==> src/rtl/mem_arbiter_pkg.sv <==
// Shared CPU memory-side types: RAM status, data word and arbiter state.
// Imported by the arbiter, its interface and its bench.
package cpu_types_pkg;

  typedef logic [31:0] word_t;

  typedef enum logic [1:0] {
    FREE   = 2'd0,
    BUSY   = 2'd1,
    ACCESS = 2'd2,
    ERROR  = 2'd3
  } ramstate_t;

  typedef enum logic [1:0] {
    IDLE   = 2'd0,
    IGRANT = 2'd1,
    DGRANT = 2'd2
  } arbstate_t;

endpackage

==> src/rtl/mem_arbiter_if.sv <==
// Pipeline <-> arbiter <-> RAM signal bundle, plus the arbiter's debug view.
// Handshake: a requester raises iREN or dREN/dWEN and holds address/data steady until its
// one-cycle hit strobe; dropping the request before the hit abandons it without a hit.
interface mem_arbiter_if #(
  parameter int CNT_W = 4
);

  logic                      iREN;
  cpu_types_pkg::word_t      iaddr;
  cpu_types_pkg::word_t      iload;
  logic                      ihit;
  logic                      dREN;
  logic                      dWEN;
  cpu_types_pkg::word_t      daddr;
  cpu_types_pkg::word_t      dstore;
  cpu_types_pkg::word_t      dload;
  logic                      dhit;
  logic                      ramREN;
  logic                      ramWEN;
  cpu_types_pkg::word_t      ramaddr;
  cpu_types_pkg::word_t      ramstore;
  cpu_types_pkg::word_t      ramload;
  cpu_types_pkg::ramstate_t  ramstate;
  logic                      memerr;
  cpu_types_pkg::arbstate_t  state;
  logic [CNT_W-1:0]          starve_cnt;

  modport ar (
    input  iREN, iaddr, dREN, dWEN, daddr, dstore, ramload, ramstate,
    output iload, ihit, dload, dhit, ramREN, ramWEN, ramaddr, ramstore, memerr,
           state, starve_cnt
  );

  modport tb (
    output iREN, iaddr, dREN, dWEN, daddr, dstore, ramload, ramstate,
    input  iload, ihit, dload, dhit, ramREN, ramWEN, ramaddr, ramstore, memerr,
           state, starve_cnt
  );

endinterface

==> src/rtl/mem_arbiter.sv <==
// Single-port RAM arbiter: data requests win, but instruction fetch is forced through
// after STARVE_LIMIT consecutive data completions while a fetch is waiting.
module mem_arbiter
  import cpu_types_pkg::*;
#(
  parameter int STARVE_LIMIT = 4,
  parameter int CNT_W        = 4
) (
  input logic       CLK,
  input logic       nRST,
  mem_arbiter_if.ar bus
);

  localparam logic [CNT_W-1:0] LIMIT = CNT_W'(STARVE_LIMIT);

  arbstate_t        state_q, state_d;
  logic [CNT_W-1:0] cnt_q, cnt_d;

  logic d_req;
  logic i_act, d_act;
  logic ihit, dhit, done;

  function automatic arbstate_t pick(input logic i_req, input logic dr,
                                     input logic [CNT_W-1:0] cnt);
    arbstate_t nxt;
    if (i_req && dr)  nxt = (cnt >= LIMIT) ? IGRANT : DGRANT;
    else if (dr)      nxt = DGRANT;
    else if (i_req)   nxt = IGRANT;
    else              nxt = IDLE;
    return nxt;
  endfunction

  always_ff @(posedge CLK or negedge nRST) begin
    if (!nRST) begin
      state_q <= IDLE;
      cnt_q   <= '0;
    end else begin
      state_q <= state_d;
      cnt_q   <= cnt_d;
    end
  end

  always_comb begin
    d_req = bus.dREN | bus.dWEN;
    // An access is live only while the granted requester still asks for it.
    i_act = (state_q == IGRANT) && bus.iREN;
    d_act = (state_q == DGRANT) && d_req;
    ihit  = i_act && (bus.ramstate == ACCESS);
    dhit  = d_act && (bus.ramstate == ACCESS);
    done  = (i_act || d_act) && ((bus.ramstate == ACCESS) || (bus.ramstate == ERROR));

    cnt_d = cnt_q;
    if (!bus.iREN || ihit)        cnt_d = '0;
    else if (dhit && cnt_q < LIMIT) cnt_d = cnt_q + CNT_W'(1);

    // The freshly counted completion feeds the pick, so the forced fetch follows
    // the LIMIT-th data hit directly.
    state_d = state_q;
    unique case (state_q)
      IDLE:    state_d = pick(bus.iREN, d_req, cnt_d);
      IGRANT:  if (!bus.iREN) state_d = IDLE;
               else if (done) state_d = pick(bus.iREN, d_req, cnt_d);
      DGRANT:  if (!d_req) state_d = IDLE;
               else if (done) state_d = pick(bus.iREN, d_req, cnt_d);
      default: state_d = IDLE;
    endcase
  end

  always_comb begin
    bus.ramREN   = i_act || (d_act && !bus.dWEN);
    bus.ramWEN   = d_act && bus.dWEN;
    bus.ramaddr  = '0;
    bus.ramstore = '0;
    bus.iload    = '0;
    bus.dload    = '0;
    if (state_q == IGRANT) begin
      bus.ramaddr = bus.iaddr;
      bus.iload   = bus.ramload;
    end else if (state_q == DGRANT) begin
      bus.ramaddr = bus.daddr;
      if (bus.dWEN) bus.ramstore = bus.dstore;
      else          bus.dload    = bus.ramload;
    end
    bus.ihit       = ihit;
    bus.dhit       = dhit;
    bus.memerr     = (i_act || d_act) && (bus.ramstate == ERROR);
    bus.state      = state_q;
    bus.starve_cnt = cnt_q;
  end

endmodule

==> src/flat_wrapper.sv <==
// flat-port wrapper written by rule: the top's interface ports become plain ports
module mem_arbiter_flat import cpu_types_pkg::*;
#(
  parameter int STARVE_LIMIT = 4,
  parameter int CNT_W        = 4
)
  (CLK, nRST, bus_iREN, bus_iaddr, bus_dREN, bus_dWEN, bus_daddr, bus_dstore, bus_ramload, bus_ramstate, bus_iload, bus_ihit, bus_dload, bus_dhit, bus_ramREN, bus_ramWEN, bus_ramaddr, bus_ramstore, bus_memerr, bus_state, bus_starve_cnt);
  mem_arbiter_if #(.CNT_W(CNT_W)) bus_i ();
  input logic CLK;
  input logic nRST;
  input wire logic [$bits(bus_i.iREN)-1:0] bus_iREN;
  input wire logic [$bits(bus_i.iaddr)-1:0] bus_iaddr;
  input wire logic [$bits(bus_i.dREN)-1:0] bus_dREN;
  input wire logic [$bits(bus_i.dWEN)-1:0] bus_dWEN;
  input wire logic [$bits(bus_i.daddr)-1:0] bus_daddr;
  input wire logic [$bits(bus_i.dstore)-1:0] bus_dstore;
  input wire logic [$bits(bus_i.ramload)-1:0] bus_ramload;
  input wire logic [$bits(bus_i.ramstate)-1:0] bus_ramstate;
  output wire logic [$bits(bus_i.iload)-1:0] bus_iload;
  output wire logic [$bits(bus_i.ihit)-1:0] bus_ihit;
  output wire logic [$bits(bus_i.dload)-1:0] bus_dload;
  output wire logic [$bits(bus_i.dhit)-1:0] bus_dhit;
  output wire logic [$bits(bus_i.ramREN)-1:0] bus_ramREN;
  output wire logic [$bits(bus_i.ramWEN)-1:0] bus_ramWEN;
  output wire logic [$bits(bus_i.ramaddr)-1:0] bus_ramaddr;
  output wire logic [$bits(bus_i.ramstore)-1:0] bus_ramstore;
  output wire logic [$bits(bus_i.memerr)-1:0] bus_memerr;
  output wire logic [$bits(bus_i.state)-1:0] bus_state;
  output wire logic [$bits(bus_i.starve_cnt)-1:0] bus_starve_cnt;
  assign bus_i.iREN = bus_iREN;
  assign bus_i.iaddr = bus_iaddr;
  assign bus_i.dREN = bus_dREN;
  assign bus_i.dWEN = bus_dWEN;
  assign bus_i.daddr = bus_daddr;
  assign bus_i.dstore = bus_dstore;
  assign bus_i.ramload = bus_ramload;
  assign bus_i.ramstate = bus_ramstate;
  assign bus_iload = bus_i.iload;
  assign bus_ihit = bus_i.ihit;
  assign bus_dload = bus_i.dload;
  assign bus_dhit = bus_i.dhit;
  assign bus_ramREN = bus_i.ramREN;
  assign bus_ramWEN = bus_i.ramWEN;
  assign bus_ramaddr = bus_i.ramaddr;
  assign bus_ramstore = bus_i.ramstore;
  assign bus_memerr = bus_i.memerr;
  assign bus_state = bus_i.state;
  assign bus_starve_cnt = bus_i.starve_cnt;
  mem_arbiter #(.STARVE_LIMIT(STARVE_LIMIT), .CNT_W(CNT_W)) u_core (.CLK(CLK), .nRST(nRST), .bus(bus_i));
endmodule
==> config.mk <==
export PLATFORM = sky130hd
export DESIGN_NAME = mem_arbiter_flat
export DESIGN_NICKNAME = d
export VERILOG_FILES = /design/src/rtl/mem_arbiter_pkg.sv /design/src/rtl/mem_arbiter_if.sv /design/src/rtl/mem_arbiter.sv /design/src/flat_wrapper.sv
export SDC_FILE = /design/constraint.sdc
export NUM_CORES = 1
export LEC_CHECK = 0
export BUFFER_PORTS_ARGS = -buffer_cell sky130_fd_sc_hd__clkbuf_2
export CORE_AREA = 3 3 105 107
export DETAILED_ROUTE_END_ITERATION = 12
export DIE_AREA = 0 0 108 110
export GPL_TIMING_DRIVEN = 0
export HOLD_SLACK_MARGIN = 0.06
export PLACE_DENSITY_LB_ADDON = 0.08
export SETUP_SLACK_MARGIN = 0.5
export SKIP_LAST_GASP = 1
export SYNTH_ARGS = -nofsm -noshare
export SYNTH_HDL_FRONTEND = slang
export SYNTH_SLANG_ARGS = --single-unit
export TNS_END_PERCENT = 10
==> constraint.sdc <==
create_clock -name CLK -period 1.5 [get_ports CLK]
set_input_delay 0 -clock CLK [delete_from_list [all_inputs] [get_ports CLK]]
set_output_delay 0 -clock CLK [all_outputs]
set_load 0.01 [all_outputs]
==> metrics.csv <==
stage,metric,value,unit
run_status,status,"finished, violations left",
run_status,failing checks,setup timing,
detailed_routing,WL final,9.47,mm
place,RePlAce Congestion,0.720,
timing,Final Cycle Share,1.02,
grt,pin count of the biggest net entering global routing,11,
logic_synthesis,Synth async-reset ratio,1.00,
detailed_routing,DR vias/cell,4.16,
timing,Slew Limit Fails,0,
finish,"commonest non-fill, non-tap cells in the layout","clkbuf_2, and2_1, and3_1, a22o_1, buf_6",
grt,first-pass GRT wire length,12.5,mm
worst_setup_path,Critical Path AT,1.53,ns
worst_setup_path,Critical Path RT,1.50,ns
timing,worst hold margin,0.0939,ns
floorplanning,die span in x,108,microns
timing,Setup-failing EPs final,15,
logic_synthesis,Yosys reg bits,6,
grt,vias in the first global route,2446,
logic_synthesis,Synth Flop Type,dfrtp_1,
finish,count of nets after finishing,625,
floorplanning,die area,11900,sq um
hold_path,hold path endpoint,u_core.bus.starve_cnt[0],
floorplanning,initial core utilization,0.137,
floorplanning,IO Count,274,
timing,Setup Skew,0.00452,ns
power_and_ir_drop,Sw Share,0.385,
timing,relative slew slack,0.771,
detailed_routing,DR WL/cell,15.2,microns
power_and_ir_drop,leakage power,2.11,nW
logic_synthesis,syn nets,331,
timing,Slew @ Worst Pin,0.343,ns
worst_setup_path,Critical Setup Path Class,flop to primary output,
power_and_ir_drop,internal power,0.954,mW
logic_synthesis,Synth Cell Area,1400,sq um
worst_setup_path,Critical Path Fanout Max,6,
power_and_ir_drop,Comb power frac,0.724,
worst_setup_path,crit start category,flop,
timing,RSZ-0062 raised after global routing,yes,
power_and_ir_drop,Sequential Power Share,0.113,
worst_setup_path,reg2reg path depth,6,
floorplanning,core area,10200,sq um
power_and_ir_drop,VDD IR max,0.259,mV
finish,layout cell share with drive strength beyond 1,0.670,
cts,TritonCTS Sinks,6,
detailed_routing,Iter 0 DRT Violations,93,
hold_path,Hold Path Depth,3,
finish,Layout Cells excl Fill,624,
grt,Global Route Usage Sum,0.133,
place,IO buf count,273,
grt,GRT overflow,0,
logic_synthesis,Mapped Cells,195,
detailed_routing,via count,2595,
worst_setup_path,reg2reg end,u_core.bus.state[1],
worst_setup_path,R2R setup slack,0.03,ns
cts,CTS Buf Count,3,
cts,CTS max path bufs,2,
detailed_routing,drt drc,0,
place,Inst Count DP,604,
timing,final hold viol count,0,
power_and_ir_drop,PD cells,468,nW/um^2
logic_synthesis,Cell variety after synth,32,
cts,root buffer cell,clkbuf_8,
cts,worst skew pair latency,0.22,ns
floorplanning,die height,110,microns
hold_path,min-delay src,bus_iREN,
flow_run,Max-Cap Viols,0,
logic_synthesis,Syn Area/Cell,7.17,sq um
logic_synthesis,"Seq/Total Area, Yosys",0.107,
hold_path,worst hold-check path type,input pin to flop,
power_and_ir_drop,part of the power in the clock network,0.163,
finish,"commonest non-fill, non-tap cell in the layout",clkbuf_2,
worst_setup_path,CP Capture Type,primary output,
place,pre-CTS setup slack,-0.0409,ns
timing,Peak Freq,653,MHz
grt,initial antenna violation count,0,
cts,CTS tree,done,
detailed_routing,DRT Pass-1 Iters,4,
place,hpwl dp,8.01,mm
place,Placement Cell Area,2960,sq um
timing,final setup margin,-0.0303,ns
cts,H-tree lvl count,1,
logic_synthesis,Syn. warnings,0,
finish,Finished Cell Area,3320,sq um
worst_setup_path,Critical R2R Launch,u_core.bus.state[0],
floorplanning,Cell Rows,37,
detailed_routing,Detail Route Antenna Nets,0,
timing,Tmin final,1.53,ns
finish,area grow syn2layout,137,%
finish,ant diodes,0,
logic_synthesis,Post-synth EDFFs,0,
finish,fin util,0.324,
cts,clock transition at the registers of the reported paths,0.04,ns
power_and_ir_drop,Sw Pwr,0.598,mW
[sequential cells by signal, indices dropped and copies added, names as in the netlist]
register and flops:
u_core.bus.state 2, u_core.bus.starve_cnt 4
[synthesized netlist by cell type, drive strengths merged, types with 2 or more instances]
cell    number  area (sq um)
and2        66           413
a22o        32           280
and3        32           200
clkbuf      11          43.8
buf          9          57.6
nand2        9          33.8
nor2         7          26.3
dfrtp        6           150
and2b        3          25.0
a21boi       2          15.0
nor2b        2          20.0
o22ai        2          18.8
[cell type report]
type | instances | area [sq um]
multi-input cells | 169 | 1180
flip-flops and latches | 6 | 151
well taps | 136 | 170
inverters | 1 | 3.75
plain buffers | 20 | 190
fillers | 1153 | 6910
clock buffers | 4 | 45.0
repair buffers | 288 | 1570
[metal layers]
layer	share of wire	global-route usage	vias to the layer above	routed length [microns]
met1	0.35	0.143	1146	3350
met3	0.11	0.0384	2	1040
li1	-	-	1279	-
met2	0.54	0.269	168	5070
met4	0.0013	0.00541	0	12
met5	0	0	-	0
[critical path, stage by stage (launching register included)]
cell and delay [ns]:
dfrtp_2 0.42, nor2b_4 0.21, and2b_4 0.27, clkbuf_16 0.16, and2_1 0.12, clkbuf_2 0.12
[worst max path at each step]
| stage | start | end | slack, ns | cells past startpoint |
|---|---|---|---|---|
| 2_1_floorplan | u_core.bus.state[1] | u_core.bus.state[1] | 0.28 | 4 |
| 3_3_place_gp | u_core.bus.state[1] | bus_ramREN | -0.04 | 6 |
| 3_5_place_dp | u_core.bus.state[1] | bus_ramREN | -0.04 | 6 |
| 4_1_cts | u_core.bus.state[0] | bus_dload[29] | -0.06 | 5 |
| 5_1_grt | u_core.bus.state[0] | bus_dload[9] | -0.10 | 5 |
| 6_report | u_core.bus.state[0] | bus_dload[16] | -0.03 | 5 |
[through the flow]
step	power [mW]	setup TNS (ns)
finish	1.55	-0.232
floorplan	0.646	0
detailed placement	1.15	-0.268
global placement	1.16	-0.225
CTS	1.50	-1.95
global route	1.68	-5.77
[repair_timing]
item                       CTS  global route
hold endpoints to repair     6             0
setup buffers               10             1
setup endpoints to repair  139           139
pin swaps                    0             8
cloned                       2             2
hold buffers                 1             0
resized for setup           23            57
[kinds of logic after synthesis]
family	after synthesis	synth area share
buffers and inverters	21	0.0752
and+or+nand+nor	124	0.545
DFF	6	0.107
muxes	1	0.00716
AOI/OAI and AO/OA	41	0.250
xor gates and xnor gates	1	0.00627
adders and majority gates	1	0.00895
[power by group through the flow]
stage / sequential, mW / combinational [mW] / clock (mW)
floorplan: 0.183 / 0.464 / 0
global placement: 0.181 / 0.976 / 0
detailed placement: 0.181 / 0.971 / 0
CTS: 0.176 / 1.07 / 0.261
global route: 0.176 / 1.23 / 0.274
finish: 0.176 / 1.12 / 0.253
No activity file was read; power rests on OpenSTA's default activity.
